### src/rtl/jam_ctrl.sv
// Sequencer for the JAM permutation engine: loads the 8x8 cost table, steps the
// engine through all permutations, tracks min cost / match count, and guards with a watchdog.
module jam_ctrl #(
  parameter int NPERM  = 40320,
  parameter int COST_W = 7,
  parameter int TOT_W  = 10
) (
  input  logic              CLK,
  input  logic              RST,
  input  logic              start,
  output logic              busy,
  output logic [2:0]        W,
  output logic [2:0]        J,
  input  logic [COST_W-1:0] Cost,
  output logic              tbl_we,
  output logic [2:0]        tbl_w,
  output logic [2:0]        tbl_j,
  output logic [COST_W-1:0] tbl_data,
  output logic              perm_init,
  output logic              perm_step,
  input  logic              total_vld,
  input  logic [TOT_W-1:0]  total_in,
  input  logic              perm_last,
  output logic [TOT_W-1:0]  MinCost,
  output logic [3:0]        MatchCount,
  output logic              Valid,
  input  logic              res_ack,
  output logic              err,
  output logic [2:0]        dbg_state
);

  // Handshake: Valid is high for every DONE cycle; the result is consumed on the
  // edge where Valid and res_ack are both high, and Valid drops the following cycle.

  typedef enum logic [2:0] {
    S_IDLE = 3'd0,
    S_LOAD = 3'd1,
    S_INIT = 3'd2,
    S_RUN  = 3'd3,
    S_DONE = 3'd4
  } state_t;

  localparam logic [15:0] LAST_EVAL = 16'(NPERM - 1);
  localparam logic [6:0]  LOAD_END  = 7'd64;

  state_t      state;
  state_t      state_nxt;
  logic [6:0]  ld_cnt;
  logic [5:0]  addr_q;
  logic [15:0] eval_cnt;
  logic        last_eval;

  assign last_eval = (eval_cnt == LAST_EVAL);
  assign dbg_state = state;

  always_ff @(posedge CLK) begin
    if (RST) state <= S_IDLE;
    else     state <= state_nxt;
  end

  always_comb begin
    state_nxt = state;
    case (state)
      S_IDLE: if (start) state_nxt = S_LOAD;
      S_LOAD: if (ld_cnt == LOAD_END) state_nxt = S_INIT;
      S_INIT: state_nxt = S_RUN;
      S_RUN:  if (total_vld && (perm_last || last_eval)) state_nxt = S_DONE;
      S_DONE: if (res_ack) state_nxt = S_IDLE;
      default: state_nxt = S_IDLE;
    endcase
  end

  // Cost data returns one cycle after its address, so the table write uses the
  // address registered on the previous LOAD cycle.
  always_comb begin
    busy      = (state != S_IDLE);
    W         = 3'd0;
    J         = 3'd0;
    tbl_we    = 1'b0;
    tbl_w     = 3'd0;
    tbl_j     = 3'd0;
    tbl_data  = '0;
    perm_init = (state == S_INIT);
    perm_step = 1'b0;
    Valid     = (state == S_DONE);
    if (state == S_LOAD) begin
      W = ld_cnt[5:3];
      J = ld_cnt[2:0];
      if (ld_cnt != 7'd0) begin
        tbl_we   = 1'b1;
        tbl_w    = addr_q[5:3];
        tbl_j    = addr_q[2:0];
        tbl_data = Cost;
      end
    end
    if (state == S_RUN && total_vld && !perm_last && !last_eval)
      perm_step = 1'b1;
  end

  always_ff @(posedge CLK) begin
    if (RST) begin
      ld_cnt     <= 7'd0;
      addr_q     <= 6'd0;
      eval_cnt   <= 16'd0;
      MinCost    <= '1;
      MatchCount <= 4'd0;
      err        <= 1'b0;
    end else begin
      ld_cnt <= (state == S_LOAD) ? ld_cnt + 7'd1 : 7'd0;
      addr_q <= ld_cnt[5:0];
      case (state)
        S_IDLE: if (start) err <= 1'b0;
        S_INIT: begin
          MinCost    <= '1;
          MatchCount <= 4'd0;
          eval_cnt   <= 16'd0;
        end
        S_RUN: if (total_vld) begin
          eval_cnt <= eval_cnt + 16'd1;
          if (total_in < MinCost) begin
            MinCost    <= total_in;
            MatchCount <= 4'd1;
          end else if (total_in == MinCost && MatchCount != 4'hF) begin
            MatchCount <= MatchCount + 4'd1;
          end
          // A final permutation landing exactly on the budget is a normal finish.
          if (!perm_last && last_eval) err <= 1'b1;
        end
        default: ;
      endcase
    end
  end

endmodule

### config.mk
export PLATFORM = sky130hd
export DESIGN_NAME = jam_ctrl
export DESIGN_NICKNAME = d
export VERILOG_FILES = /design/src/rtl/jam_ctrl.sv
export SDC_FILE = /design/constraint.sdc
export NUM_CORES = 1
export LEC_CHECK = 0
export BUFFER_PORTS_ARGS = -buffer_cell sky130_fd_sc_hd__buf_2
export CAP_MARGIN = 15
export CORE_UTILIZATION = 57
export CTS_CLUSTER_SIZE = 30
export DETAILED_ROUTE_END_ITERATION = 8
export PLACE_DENSITY_LB_ADDON = 0.2
export SYNTH_ARGS = -nofsm -noshare
export SYNTH_HDL_FRONTEND = slang
export SYNTH_SLANG_ARGS = --single-unit
### constraint.sdc
create_clock -name CLK -period 5.5 [get_ports CLK]
set_input_delay 0.275 -clock CLK [delete_from_list [all_inputs] [get_ports CLK]]
set_output_delay 0.275 -clock CLK [all_outputs]
set_load 0.01 [all_outputs]
Word-level counts from Yosys, hierarchy flattened:

Index checks and enable logic that the tools add are counted.

* add/subtract/negate cells: 3
* magnitude comparators: 1
* equal/unequal tests: 16
* mux-type cells: 29
* bitwise logic cells: 1
* reduce and logical (&&, ||, !) cells: 20

Operator list (count)
* $pmux 16 s2: 1
* $mux 3: 10
* $mux 10: 2
* $pmux 10 s2: 1
* $add 16x1->16 const B: 1
* $eq 16x16->1 const B: 1
* $mux 16: 1
* $pmux 3 s5: 1
* $mux 7: 2
* $mux 4: 3
* $eq 10x10->1: 1
* $lt 10x10->1: 1
* $ne 2x2->1 const B: 4
* $pmux 4 s2: 1
* $reduce_and 4->1: 2
* $add 7x1->7 const B: 1
* $eq 7x7->1 const B: 1
* $reduce_bool 7->1: 1
* $eq 3x2->1 const B: 2
* $logic_and 1x1->1: 6
* $mux 1: 6
* $ne 2x1->1 const B: 3
* $reduce_and 3->1: 2
* $add 4x1->4 const B: 1
* 13 further kinds: 15

* flip-flop bits (word level): 47
* input port bits: 23
* output and inout bits: 42
* logic and storage cells: 77

Longest topological paths before layout:

Gate-level depths: netlist of the first run.

* depth in word-level cells: 6
* mapped depth: 8
* gate-level depth less buffers: 7

Worst setup path before layout of the first run:

No wires, ideal clock.

* path type: flip-flop to flip-flop
* start point: register MinCost[5]
* end point: register MinCost[1]
* library setup time: 130 ps
* data arrival time: 1827 ps
* data required time: 5370 ps
* path slack: 3543 ps
* cell stages (with the launch flop): 9
* path buffers: 1
* period minus slack after synthesis: 1957 ps
* cell sequence: dfxtp_1 > inv_1 > ha_1 > nand4_1 > a211oi_2 > a2111o_2 > buf_6 > nor4_2 > o21ai_1

* longest elaborated chain between the ends: 3

RTL lines
* from (decl): RTL line 24 `output logic [TOT_W-1:0] MinCost,`
* from (signal assigned): RTL line 121 `MinCost <= total_in;`
* $lt 10x10->1: RTL line 120 `if (total_in < MinCost) begin`
* $ne 2x1->1 (no line)
* $reduce_and 3->1 (no line)

Every way passes these cells.
A chain may end at the register's enable or synchronous reset.

Worst setup path in the final report of the first run:

* start point: register MinCost[5]
* end point: register MatchCount[0]

* longest elaborated chain between the ends: 4
* elaborated cells on any way between the ends: 8
* those cells by class: 1 x order compare; 2 x eq/ne; 3 x mux; 2 x reduce/logical

RTL lines
* $lt 10x10->1 / $eq 10x10->1 (equally long branches): RTL line 120, 123
* $mux 4 / $logic_and 1x1->1 (equally long branches): RTL line 120, 123
* $mux 4 / $ne 3x1->1 (equally long branches)
* $pmux 4 s2 / $reduce_and 3->1 (equally long branches)
* to (signal assigned): RTL line 124 `MatchCount <= MatchCount + 4'd1;`
* to (decl): RTL line 25 `output logic [3:0] MatchCount,`

Several ways; a longest one is shown, not always the timed one. The select of a mux whose other input is x is not followed.

==> results.json, run 1 <==
{
  "p_clk_frac": 0.277,
  "rrSetupSlack_ns": 2.94,
  "worst_pin_slew_ns": 1.207,
  "portBuffers": 64,
  "synth_seq_cells": 47,
  "cts_buffers": 5,
  "htreeDepth": 2,
  "pwr_density_cell_nw_per_um2": 301.4,
  "nets": 394,
  "grt_max_degree": 17,
  "cap_viol_max_count": 0,
  "grt_pass1_vias": 2185,
  "path_max_fanout": 11,
  "rsz0062_at_grt": "false",
  "worstHoldPathCells": 2,
  "synth.avg_cell_area_sq_um": 8.805,
  "critPathKind": "register to register",
  "dp_hpwl_mm": 4.298,
  "synthMuxAreaShare": 0,
  "synth_edf_count": 0,
  "ios": 65,
  "finalSetupViolCount": 0,
  "synth-main-ff-cell": "dfxtp_1",
  "antenna_found_initial": 0,
  "reg2reg_depth": 7,
  "p_seq_frac": 0.422,
  "vias": 2367,
  "cts-hold-fix-buffers": 0,
  "static-leakage-power_nw": 1.333,
  "async_flop_share": 0,
  "cp_cell_sequence": "inv_1 > ha_1 > nand4_1 > a211oi_2 > a2111oi_2 > o21a_1 > o221a_1",
  "reg2reg_from": "MinCost[5]",
  "worstPathRequired_ns": 5.74,
  "critical_path_arrival_ns": 2.80,
  "viasPerCell": 5.773,
  "insertion_delay_ns": 0.30,
  "cts_setup_buffers": 0,
  "antenna_cells": 0,
  "coreArea_sq_um": 4384,
  "ant_nets": 0,
  "grtUsageTotal": 0.2537,
  "slew_headroom": 0.1940,
  "fin_crit_sh": 0.4649,
  "wire_per_inst_um": 14.17,
  "grt_overflow": 0,
  "tns_ns": 0,
  "die_h_um": 69.85,
  "slowest_delay_ns": 1.06,
  "fin_crit_ns": 2.557,
  "core.rowCount": 24,
  "multiInputGateArea_sq_um": 1544,
  "min_to": "err",
  "yosys.area_share.simple": 0.3090,
  "p_comb_frac": 0.301,
  "synth_compound_area_frac": 0.1660,
  "cts_root_buffer": "clkbuf_8",
  "utilization": 0.6995,
  "initial_core_util": 0.5985,
  "endpoint_kind": "register",
  "drive_gt1_frac": 0.2626,
  "fillers": 364,
  "critPathBufInv": 1,
  "fp.dieW_um": 69.85,
  "yosysWarnings": 0,
  "place.gp.congestion": 0.8973,
  "synth_xor_area_frac": 0.04673,
  "hold_path_class": "primary input to register",
  "r2r_end": "MatchCount[0]",
  "placed_cell_area_sq_um": 2949,
  "path_delay_family": "compound AO/OA/AOI/OAI gates",
  "status": "finished, final reports clean",
  "register_area_sq_um": 940.9,
  "postSynthCellCount": 298,
  "syn2layout_area_growth_pct": 16.88,
  "start_kind": "register",
  "cts_buffer_depth": 2,
  "final_cell_area_sq_um": 3067,
  "hold_viol": 0,
  "worstHoldStart": "start",
  "cts_tree": "built",
  "drtIter0Drc": 168,
  "die_area_sq_um": 4878,
  "switching_power_w": 0.0003160,
  "wirelength_mm": 5.811,
  "drt-pass1-iter-count": 4,
  "vdd_drop_max_mv": 0.2484,
  "syn-num-nets": 335,
  "cts_resized": 0,
  "synth_top_family_by_area": "simple AND/OR/NAND/NOR gates",
  "crit_slowest_cell": "a2111oi_2",
  "grt_pass1_wl_mm": 10.05,
  "ys_types": 49,
  "syn-cell-area_sq_um": 2624,
  "clock.fmax_ghz": 0.3911,
  "finClkSkew_ns": 0.007719,
  "switching_share": 0.3419,
  "slew_viol_final": 0,
  "route.detailed.drc": 0,
  "yosysSeqAreaShare": 0.3586,
  "cts_sinks": 47,
  "clk_pin_slew_ns": 0.09,
  "synthAdderAreaFrac": 0.06676,
  "internal_power_w": 0.0006084
}
## layout make-up
type / instances / area share
Sequential cell: 47 / 0.3068
Timing Repair Buffer: 65 / 0.1069
Clock buffer: 6 / 0.02693
Multi-Input combinational cell: 219 / 0.5035
Inverter: 19 / 0.02326
Tap cell: 52 / 0.02122
Clock inverter: 2 / 0.01142
## layer usage
| layer | up-vias | part of all wire | global-route usage |
|---|---|---|---|
| met2 | 78 | 0.48 | 0.4135 |
| met4 | 0 | 0.013 | 0.07111 |
| met1 | 1104 | 0.46 | 0.3419 |
| met5 | - | 0 | 0 |
| li1 | 1177 | - | - |
| met3 | 8 | 0.050 | 0.04942 |
## power groups by stage
stage / combinational, W / clock, W / sequential (W)
final: 0.000278 / 0.000256 / 0.000390
after global routing: 0.000305 / 0.000277 / 0.000395
after CTS: 0.000276 / 0.000262 / 0.000389
after detailed placement: 0.000273 / 0 / 0.000396
after global placement: 0.000265 / 0 / 0.000398
after floorplan: 0.000194 / 0 / 0.000392
## layout by cell type, fill, tap and decap left out, types with 10 or more instances in the layout
master and count:
dfxtp_1 47, a211oi_1 14, buf_2 64, and2_1 23, xnor2_1 10, inv_1 19
o21ai_1 17, nand2_1 14, a21oi_1 12, ha_1 14, nor2_1 25
## metrics by stage
step / cells / setup slack [ns] / power (W) / hold WS (ns)
after floorplan: 298 / 3.543 / 0.0005857 / 0.3466
after global routing: 410 / 2.797 / 0.0009770 / 0.1951
after global placement: 402 / 3.120 / 0.0006627 / 0.4745
after CTS: 410 / 2.998 / 0.0009277 / 0.1835
final: 410 / 2.943 / 0.0009244 / 0.1916
after detailed placement: 402 / 3.028 / 0.0006690 / 0.4762
## worst reg2reg max path, cell delays in order (launching register included)
cell and delay [ns]:
dfxtp_1 0.37, inv_1 0.06, ha_1 0.30, nand4_1 0.20
a211oi_2 0.09, a2111oi_2 1.06, o21a_1 0.25, o221a_1 0.17
## registers in the layout, summed over array words and instances, names as in the netlist
signal      count
eval_cnt       16
ld_cnt          7
MinCost        10
addr_q          6
MatchCount      4
dbg_state       3
err             1
## cell families (layout without fill, tap and decap cells)
logic type,after synthesis,count (layout)
buf+inv,32,92
xor+xnor,14,14
compound gates,61,61
simple gates,130,130
fa+ha+maj,14,14
flops,47,47
## worst max-delay path by stage
stage / from / cells after the start / to / slack (ns)
floorplan: MinCost[5] / 8 / MinCost[1] / 3.54
global placement: total_in[5] / 7 / MatchCount[0] / 3.12
detailed placement: total_in[5] / 7 / MatchCount[0] / 3.03
CTS: MinCost[5] / 7 / MatchCount[0] / 3.00
global route: MinCost[5] / 7 / MinCost[8] / 2.80
finish: MinCost[5] / 7 / MatchCount[0] / 2.94
## cells in the mapped netlist, types with 7 or more instances
| cell | n | area, sq um |
|---|---|---|
| a211oi_1 | 14 | 105.1 |
| a21oi_1 | 12 | 60.06 |
| and2_1 | 23 | 143.9 |
| and3_1 | 8 | 50.05 |
| dfxtp_1 | 47 | 940.9 |
| ha_1 | 14 | 175.2 |
| inv_1 | 19 | 71.32 |
| nand2_1 | 14 | 52.55 |
| nand3_1 | 8 | 40.04 |
| nor2_1 | 25 | 93.84 |
| nor2b_1 | 7 | 43.79 |
| nor4_2 | 8 | 100.1 |
| o21ai_1 | 17 | 85.08 |
| xnor2_1 | 10 | 87.58 |
Power figures use the tool's default switching activity.
==> inputs of run 2 (changes only) <==
- CORE_UTILIZATION: 57 -> 48
- clock period: 5.5 -> 2.2 ns (I/O delays scaled with it)
==> results.json, run 2 (synthesized netlist as in run 1, its figures left out) <==
{
  "start_kind": "register",
  "drive_gt1_frac": 0.2903,
  "vias": 2361,
  "wirelength_mm": 6.113,
  "slowest_delay_ns": 0.53,
  "ios": 65,
  "grt_pass1_wl_mm": 10.56,
  "cts_sinks": 47,
  "fillers": 482,
  "worstHoldStart": "start",
  "slew_headroom": 0.5928,
  "reg2reg_depth": 8,
  "utilization": 0.6147,
  "wire_per_inst_um": 13.83,
  "status": "finished, final reports clean",
  "antenna_found_initial": 0,
  "fin_crit_ns": 2.091,
  "clock.fmax_ghz": 0.4783,
  "finClkSkew_ns": 0.004084,
  "hold_path_class": "primary input to register",
  "cp_cell_sequence": "inv_1 > ha_1 > nand4_1 > a211oi_2 > a2111o_2 > buf_4 > a31oi_1 > o221a_1",
  "cp-startpoint": "MinCost[8]",
  "die_area_sq_um": 5766,
  "vdd_drop_max_mv": 0.4367,
  "coreArea_sq_um": 5172,
  "drt-pass1-iter-count": 4,
  "grt_max_degree": 17,
  "path_max_fanout": 7,
  "p_total_w": 0.002188,
  "endpoint_kind": "register",
  "htreeDepth": 2,
  "dp_hpwl_mm": 4.581,
  "ant_nets": 0,
  "core.rowCount": 26,
  "worstPathRequired_ns": 2.45,
  "route.detailed.drc": 0,
  "place.gp.congestion": 0.7917,
  "crit_slowest_cell": "a2111o_2",
  "critPathKind": "register to register",
  "reg2reg_from": "MinCost[8]",
  "hold_viol": 0,
  "nets": 408,
  "insertion_delay_ns": 0.30,
  "initial_core_util": 0.5073,
  "finalSetupViolCount": 0,
  "viasPerCell": 5.342,
  "drtIter0Drc": 130,
  "worst_pin_slew_ns": 0.6108,
  "largest_reg_flops": 16,
  "cap_viol_max_count": 0,
  "cts_tree": "built",
  "die_h_um": 75.94,
  "final_common_cell": "buf_2",
  "top_register": "eval_cnt",
  "antenna_cells": 0,
  "fin_crit_sh": 0.9504,
  "pwr_density_cell_nw_per_um2": 688.2,
  "critical_path_arrival_ns": 2.34,
  "multiInputGateArea_sq_um": 1565,
  "fp.dieW_um": 75.94,
  "portBuffers": 64,
  "final_cell_mix": "buf_2, dfxtp_1, nor2_1",
  "clk_pin_slew_ns": 0.08,
  "worstHoldPathCells": 2,
  "cts_buffer_depth": 2,
  "grt_overflow": 0,
  "grtUsageTotal": 0.2242,
  "syn2layout_area_growth_pct": 21.17,
  "cts_buffers": 5,
  "cts_root_buffer": "clkbuf_8",
  "reg_top3": "eval_cnt (16), MinCost (10), ld_cnt (7)",
  "grt_pass1_vias": 2338,
  "static-leakage-power_nw": 1.384,
  "register_area_sq_um": 940.9,
  "cts-hold-fix-buffers": 0,
  "slew_viol_final": 0
}
==> run 2: worst paths after layout <==
path                    to  slack [ns]
max reg2reg  MatchCount[0]        0.11
min reg2reg      ld_cnt[0]        0.49
min                    err        0.01
max          MatchCount[0]        0.11
==> run 2: repair_timing <==
item,in CTS,in global routing
pin swaps,0,3
setup endpoints to repair,5,11
buffers inserted,0,3
gates resized for setup,1,2
==> run 2: critical path: cells and delay by family (launching register included) <==
family,cells,cell delay (ns)
AOI/OAI and AO/OA,4,0.96
adders and majority gates,1,0.30
buffers and inverters,2,0.24
DFF,1,0.34
and+or+nand+nor,1,0.19
==> run 2: layout make-up <==
| cell class | instances | share of cell area |
|---|---|---|
| inverter | 19 | 0.02243 |
| sequential | 47 | 0.2959 |
| tap | 70 | 0.02755 |
| clock inverter | 1 | 0.001574 |
| multi-input combinational | 219 | 0.4923 |
| clock buffer | 7 | 0.02401 |
| timing repair buffer | 79 | 0.1362 |
==> run 2: per-stage QoR <==
stage | hold WS [ns] | setup WS, ns | cells | setup TNS [ns] | cell area, sq um
6_report | 0.01175 | 0.1092 | 442 | 0 | 3179
5_1_grt | 0.006580 | -0.007563 | 442 | -0.01197 | 3179
4_1_cts | 0.008683 | 0.03705 | 439 | 0 | 3148
3_5_place_dp | 0.3326 | -0.03694 | 431 | -0.1426 | 3054
3_3_place_gp | 0.3300 | 0.02088 | 431 | 0 | 3054
2_1_floorplan | 0.1816 | 0.2427 | 298 | 0 | 2624
==> run 2: power by group <==
part / switching, W / internal [W] / leakage [nW]
Clock: 0.000287 / 0.000224 / 0.0422
Combinational: 0.000426 / 0.000276 / 0.962
Sequential: 0.0000774 / 0.000898 / 0.380
==> run 2: per-layer routing <==
layer / part of all wire / track usage
met5: 0 / 0
met4: 0.0083 / 0.04038
met3: 0.045 / 0.05783
met2: 0.49 / 0.4000
met1: 0.46 / 0.2729
